### src/rtl/rv_rr_arb_mux.sv
// rv_rr_arb_mux: merges NUM_CH ready/valid sender channels into one receiver.
// A round-robin arbiter picks one channel per cycle. Accepted beats flow into a
// registered main output stage, backed by a one-entry skid register.
// Every beat is tagged with its source channel on m_id.
// Optional packet locking is enabled by defining RV_ARB_PKT_LOCK_EN. While a
// channel is mid-packet, it keeps the grant until its s_last beat is accepted.
module rv_rr_arb_mux #(
  parameter int DATA_WIDTH = 8,
  parameter int NUM_CH     = 4,
  parameter int ID_WIDTH   = (NUM_CH > 1) ? $clog2(NUM_CH) : 1
) (
  input  logic                         clk,
  input  logic                         reset_n,
  input  logic [NUM_CH-1:0]            s_valid,
  input  logic [NUM_CH*DATA_WIDTH-1:0] s_data,
  input  logic [NUM_CH-1:0]            s_last,
  output logic [NUM_CH-1:0]            s_ready,
  output logic                         m_valid,
  output logic [DATA_WIDTH-1:0]        m_data,
  output logic [ID_WIDTH-1:0]          m_id,
  output logic                         m_last,
  input  logic                         m_ready
);

  // Round-robin pointer: the channel that gets first look in the search.
  logic [ID_WIDTH-1:0]   r_rr_ptr;

  // Main output register; it drives the m_* ports directly.
  logic                  r_main_valid;
  logic [DATA_WIDTH-1:0] r_main_data;
  logic [ID_WIDTH-1:0]   r_main_id;
  logic                  r_main_last;

  // Skid register. It catches a beat that was accepted while main was stalled.
  logic                  r_skid_valid;
  logic [DATA_WIDTH-1:0] r_skid_data;
  logic [ID_WIDTH-1:0]   r_skid_id;
  logic                  r_skid_last;

`ifdef RV_ARB_PKT_LOCK_EN
  // Packet lock state: set by a non-last beat, cleared by the last beat.
  logic                  r_lock;
  logic [ID_WIDTH-1:0]   r_lock_ch;
`endif

  // Arbiter search results.
  // "hi" covers channels at or above the pointer; "lo" covers all channels.
  logic                  w_hi_valid;
  logic [ID_WIDTH-1:0]   w_hi_idx;
  logic                  w_lo_valid;
  logic [ID_WIDTH-1:0]   w_lo_idx;

  logic                  w_grant_valid;
  logic [ID_WIDTH-1:0]   w_grant_idx;
  logic [NUM_CH-1:0]     w_grant_oh;
  logic [DATA_WIDTH-1:0] w_beat_data;
  logic                  w_beat_last;
  logic                  w_accept;
  logic [ID_WIDTH-1:0]   w_next_ptr;

  // Find the lowest valid channel at or above the pointer, and the lowest
  // valid channel overall. The second one covers the wrap-around case.
  always_comb begin
    w_hi_valid = 1'b0;
    w_hi_idx   = '0;
    w_lo_valid = 1'b0;
    w_lo_idx   = '0;
    for (int i = NUM_CH - 1; i >= 0; i--) begin
      if (s_valid[i]) begin
        w_lo_valid = 1'b1;
        w_lo_idx   = ID_WIDTH'(i);
        if (ID_WIDTH'(i) >= r_rr_ptr) begin
          w_hi_valid = 1'b1;
          w_hi_idx   = ID_WIDTH'(i);
        end
      end
    end
  end

  // Pick the granted channel.
  // A held packet lock overrides the round-robin choice.
  always_comb begin
    w_grant_valid = w_hi_valid | w_lo_valid;
    w_grant_idx   = w_hi_valid ? w_hi_idx : w_lo_idx;
`ifdef RV_ARB_PKT_LOCK_EN
    if (r_lock) begin
      w_grant_valid = 1'b0;
      w_grant_idx   = r_lock_ch;
      for (int i = 0; i < NUM_CH; i++) begin
        if ((ID_WIDTH'(i) == r_lock_ch) && s_valid[i]) begin
          w_grant_valid = 1'b1;
        end
      end
    end
`endif
  end

  // Decode the grant to one-hot form and select the granted beat.
  always_comb begin
    w_grant_oh  = '0;
    w_beat_data = '0;
    w_beat_last = 1'b0;
    for (int i = 0; i < NUM_CH; i++) begin
      if (w_grant_valid && (ID_WIDTH'(i) == w_grant_idx)) begin
        w_grant_oh[i] = 1'b1;
        w_beat_data   = s_data[i*DATA_WIDTH +: DATA_WIDTH];
        w_beat_last   = s_last[i];
      end
    end
  end

  // A full skid register blocks all senders.
  // Otherwise only the granted channel sees ready.
  assign s_ready    = w_grant_oh & {NUM_CH{~r_skid_valid}};
  assign w_accept   = w_grant_valid & ~r_skid_valid;
  assign w_next_ptr = (w_grant_idx == ID_WIDTH'(NUM_CH - 1)) ? '0
                                                             : w_grant_idx + 1'b1;

  // Move the pointer just past the channel that was served.
  // When locking, it only moves at packet boundaries.
  always_ff @(posedge clk or negedge reset_n) begin
    if (!reset_n) begin
      r_rr_ptr <= '0;
    end else if (w_accept) begin
`ifdef RV_ARB_PKT_LOCK_EN
      if (w_beat_last) begin
        r_rr_ptr <= w_next_ptr;
      end
`else
      r_rr_ptr <= w_next_ptr;
`endif
    end
  end

`ifdef RV_ARB_PKT_LOCK_EN
  // Keep the grant on a channel from its first beat until its last beat.
  always_ff @(posedge clk or negedge reset_n) begin
    if (!reset_n) begin
      r_lock    <= 1'b0;
      r_lock_ch <= '0;
    end else if (w_accept) begin
      if (w_beat_last) begin
        r_lock <= 1'b0;
      end else begin
        r_lock    <= 1'b1;
        r_lock_ch <= w_grant_idx;
      end
    end
  end
`endif

  // Two-entry output stage.
  // A draining skid has priority, so beats keep their acceptance order.
  always_ff @(posedge clk or negedge reset_n) begin
    if (!reset_n) begin
      r_main_valid <= 1'b0;
      r_main_data  <= '0;
      r_main_id    <= '0;
      r_main_last  <= 1'b0;
      r_skid_valid <= 1'b0;
      r_skid_data  <= '0;
      r_skid_id    <= '0;
      r_skid_last  <= 1'b0;
    end else if (r_skid_valid) begin
      if (m_ready) begin
        r_main_data  <= r_skid_data;
        r_main_id    <= r_skid_id;
        r_main_last  <= r_skid_last;
        r_skid_valid <= 1'b0;
      end
    end else if (w_accept) begin
      if (!r_main_valid || m_ready) begin
        r_main_valid <= 1'b1;
        r_main_data  <= w_beat_data;
        r_main_id    <= w_grant_idx;
        r_main_last  <= w_beat_last;
      end else begin
        r_skid_valid <= 1'b1;
        r_skid_data  <= w_beat_data;
        r_skid_id    <= w_grant_idx;
        r_skid_last  <= w_beat_last;
      end
    end else if (r_main_valid && m_ready) begin
      r_main_valid <= 1'b0;
    end
  end

  assign m_valid = r_main_valid;
  assign m_data  = r_main_data;
  assign m_id    = r_main_id;
  assign m_last  = r_main_last;

endmodule
### config.mk
export PLATFORM = sky130hd
export DESIGN_NAME = rv_rr_arb_mux
export DESIGN_NICKNAME = d
export VERILOG_FILES = /design/src/rtl/rv_rr_arb_mux.sv
export SDC_FILE = /design/constraint.sdc
export NUM_CORES = 1
export LEC_CHECK = 0
export ABC_AREA = 1
export CORE_AREA = 5 5 70 72
export CTS_BUF_LIST = sky130_fd_sc_hd__clkbuf_16
export DETAILED_ROUTE_END_ITERATION = 8
export DIE_AREA = 0 0 75 77
export GPL_TIMING_DRIVEN = 0
export PLACE_DENSITY = 0.78
export SETUP_SLACK_MARGIN = 0.1
export SLEW_MARGIN = 20
export SYNTH_ARGS = -nofsm -noshare
export SYNTH_HDL_FRONTEND = slang
export SYNTH_SLANG_ARGS = --single-unit
### constraint.sdc
create_clock -name clk -period 2.4 [get_ports clk]
set_clock_uncertainty 0.05 [all_clocks]
set_input_delay 0.48 -clock clk [delete_from_list [all_inputs] [get_ports clk]]
set_output_delay 0.48 -clock clk [all_outputs]
set_load 0.005 [all_outputs]
==> impl_metrics.json <==
{
  "crit_chain": "nor3_2 -> nor2_1 -> nand3_1 -> nand2_2 -> buf_4 -> ha_2 -> buf_6 -> nand2_8 -> nor2_1 -> buf_2",
  "required_ns": 1.87,
  "gr-total-overflow": 0,
  "syn_avg_cell_area_um2": 6.479,
  "gp_congestion": 0.8087,
  "rrSetupSlack_ns": 0.18,
  "status": "complete, no violations",
  "path_clk_slew_ns": 0.07,
  "dp_hpwl_mm": 3.600,
  "min_period_ns": 2.390,
  "htreeDepth": 1,
  "grt_first_pass_wirelength_mm": 8.473,
  "syn_to_final_growth_pct": 46.83,
  "crit_fanout": 4,
  "cts_tree": "yes",
  "layout_commonest_cell": "nand2_1",
  "num_vias": 2056,
  "critPathMostFrequentCell": "nor2_1",
  "cp_slowest_stage_delay_ns": 0.41,
  "seq_area_frac_synth_pct": 34.39,
  "drc": 0,
  "setup_viol": 0,
  "crit_path_end_kind": "output port",
  "firstDrtPassIters": 4,
  "tightest_slew_ns": 0.5917,
  "period_share_pct": 99.58,
  "crit_type": "flip-flop to output port",
  "wl_per_cell_um": 12.87,
  "antenna_cells": 0,
  "p_leak_nw": 1.493,
  "ys_types": 23,
  "yosys_warnings": 0,
  "wirelength_mm": 5.379,
  "antenna_found_initial": 0,
  "drive_above_1_share_pct": 19.40,
  "cts_buffers": 3,
  "via_per_inst": 4.919,
  "pin_count": 59,
  "dpl.cell_count": 402,
  "die-area_um2": 5775,
  "slew_viol_final": 0,
  "clock_path_buffers": 2,
  "max_freq_mhz": 418.4,
  "hold_class": "primary input to async pin",
  "start_kind": "flip-flop",
  "first_iter_violations": 122,
  "final_cell_mix": "nand2_1 (102), clkdlybuf4s50_1 (49), nand3_1 (45), nor2_1 (31), inv_1 (30)",
  "synth_nets": 339,
  "worst-r2r-cell-count": 15,
  "netlist_area_um2": 1892,
  "cts.root.buffer_cell": "clkbuf_16",
  "rsz0062_at_grt": "true",
  "maxCapViolCount": 0,
  "first_global_vias": 1934,
  "finalPower_mw": 3.023,
  "hold_viol_final": 0,
  "num_rows": 24,
  "reg2reg_from": "r_rr_ptr[1]$_DFFE_PN0P_",
  "start_util_pct": 44.68,
  "grt_max_degree": 27,
  "portBuffers": 58,
  "finalNetCount": 414,
  "synthCells": 292,
  "vdd_drop_max_mv": 0.5466,
  "grt_util_all_layers_pct": 18.56,
  "die-height_um": 77,
  "worst_hold_slack_ns": 0.1656,
  "postCtsHoldBufs": 0,
  "slowest_stage": "dfrtp_1",
  "cts_num_sinks": 26,
  "instances_no_fill": 418,
  "p_per_area_nw_per_um2": 1088,
  "relSlewSlack_pct": 60.55,
  "insertion_delay_ns": 0.26,
  "core-area_um2": 4234,
  "yosys_register_bits": 26,
  "totalNegativeSetupSlack_ns": 0,
  "r2r_end": "m_data[2]$_DFFE_PN0P_",
  "final_antenna_net_count": 0,
  "fp.dieW_um": 75,
  "worst-endpoint-arrival_ns": 1.86
}
[through the flow]
stage	area (um2)	setup slack, ns	utilization, %
2_1_floorplan	1892	0.2204	-
3_3_place_gp	2537	-0.9819	59.93
3_5_place_dp	2532	-1.033	59.81
4_1_cts	2784	0.05991	65.75
5_1_grt	2778	-0.08074	65.60
6_report	2778	0.01019	65.60
[kinds of logic after synthesis]
group                    share of synthesized area, %
adder cells (fa/ha/maj)                         2.646
multiplexers                                   0.5952
buffers and inverters                           13.89
AND/OR/NAND/NOR                                 44.91
AO/OA/AOI/OAI                                   3.571
flip-flops                                      34.39
[area by class of cell]
type,count,area [um2]
well taps,52,65.06
multi-input cells,214,1061
flip-flops and latches,26,650.6
inverters,38,145.1
clock inverters,1,3.754
fillers,378,1456
clock buffers,3,75.07
repair buffers,71,646.9
plain buffers,13,130.1
[critical path, delay by kind of cell, from the launching register on]
kind	cells	cell delay [ns]
buf+inv	3	0.39
fa+ha+maj	1	0.17
flops	1	0.41
simple gates	6	0.63
[cell usage after synthesis]
library cell	number	area share (%)
clkbuf_2	1	0.26
nand3_1	45	12
buf_6	6	3.6
nand2_2	3	0.99
o21ai_2	2	0.93
buf_4	5	2.0
nand4_1	1	0.33
inv_2	5	0.99
o21ai_0	7	1.9
nand3_2	2	1.1
inv_1	33	6.5
dfrtp_1	26	34
or2_2	1	0.33
a21oi_1	2	0.53
ha_1	4	2.6
nand2_4	3	1.8
nor2_2	2	0.66
mux2_2	1	0.60
o21ai_1	1	0.26
nand2_1	106	21
nor3_1	1	0.26
nor2_1	33	6.5
buf_2	2	0.53
[state kept, by name, indices dropped and copies added, names as in the netlist]
register and flops:
m_data 8, m_last 1, m_valid 1, m_id 2
r_skid_valid 1, r_skid_last 1, r_skid_id 2, r_rr_ptr 2
r_skid_data 8
[repair_timing]
item | in CTS | in global routing
cloned | 0 | 0
pin swaps | 11 | 7
buffers inserted | 13 | 2
setup endpoints to repair | 22 | 6
resized for setup | 53 | 4
[power breakdown]
part | switching, mW | leakage (nW) | internal (mW)
combinational | 1.01 | 1.13 | 0.902
sequential | 0.106 | 0.322 | 0.636
clock | 0.148 | 0.0385 | 0.223
[routing by layer]
metal  track usage [%]  vias to the layer above  share of wire (%)
li1                  -                     1043                  -
met1             24.07                      916                 41
met2             30.84                       87                 49
met3             3.268                       10                8.0
met4             5.516                        0                2.0
met5                 0                        -                  0
[worst max path at each step]
stage	startpoint	to	slack, ns	cells after the start
after global routing	r_rr_ptr[1]$_DFFE_PN0P_	s_ready[2]	-0.08	10
after floorplan	s_valid[0]	s_ready[1]	0.22	11
after detailed placement	s_valid[0]	s_ready[1]	-1.03	13
final	r_rr_ptr[1]$_DFFE_PN0P_	s_ready[2]	0.01	10
after global placement	s_valid[0]	s_ready[1]	-0.98	13
after CTS	s_valid[1]	s_ready[1]	0.06	13
Power figures use the tool's default switching activity.
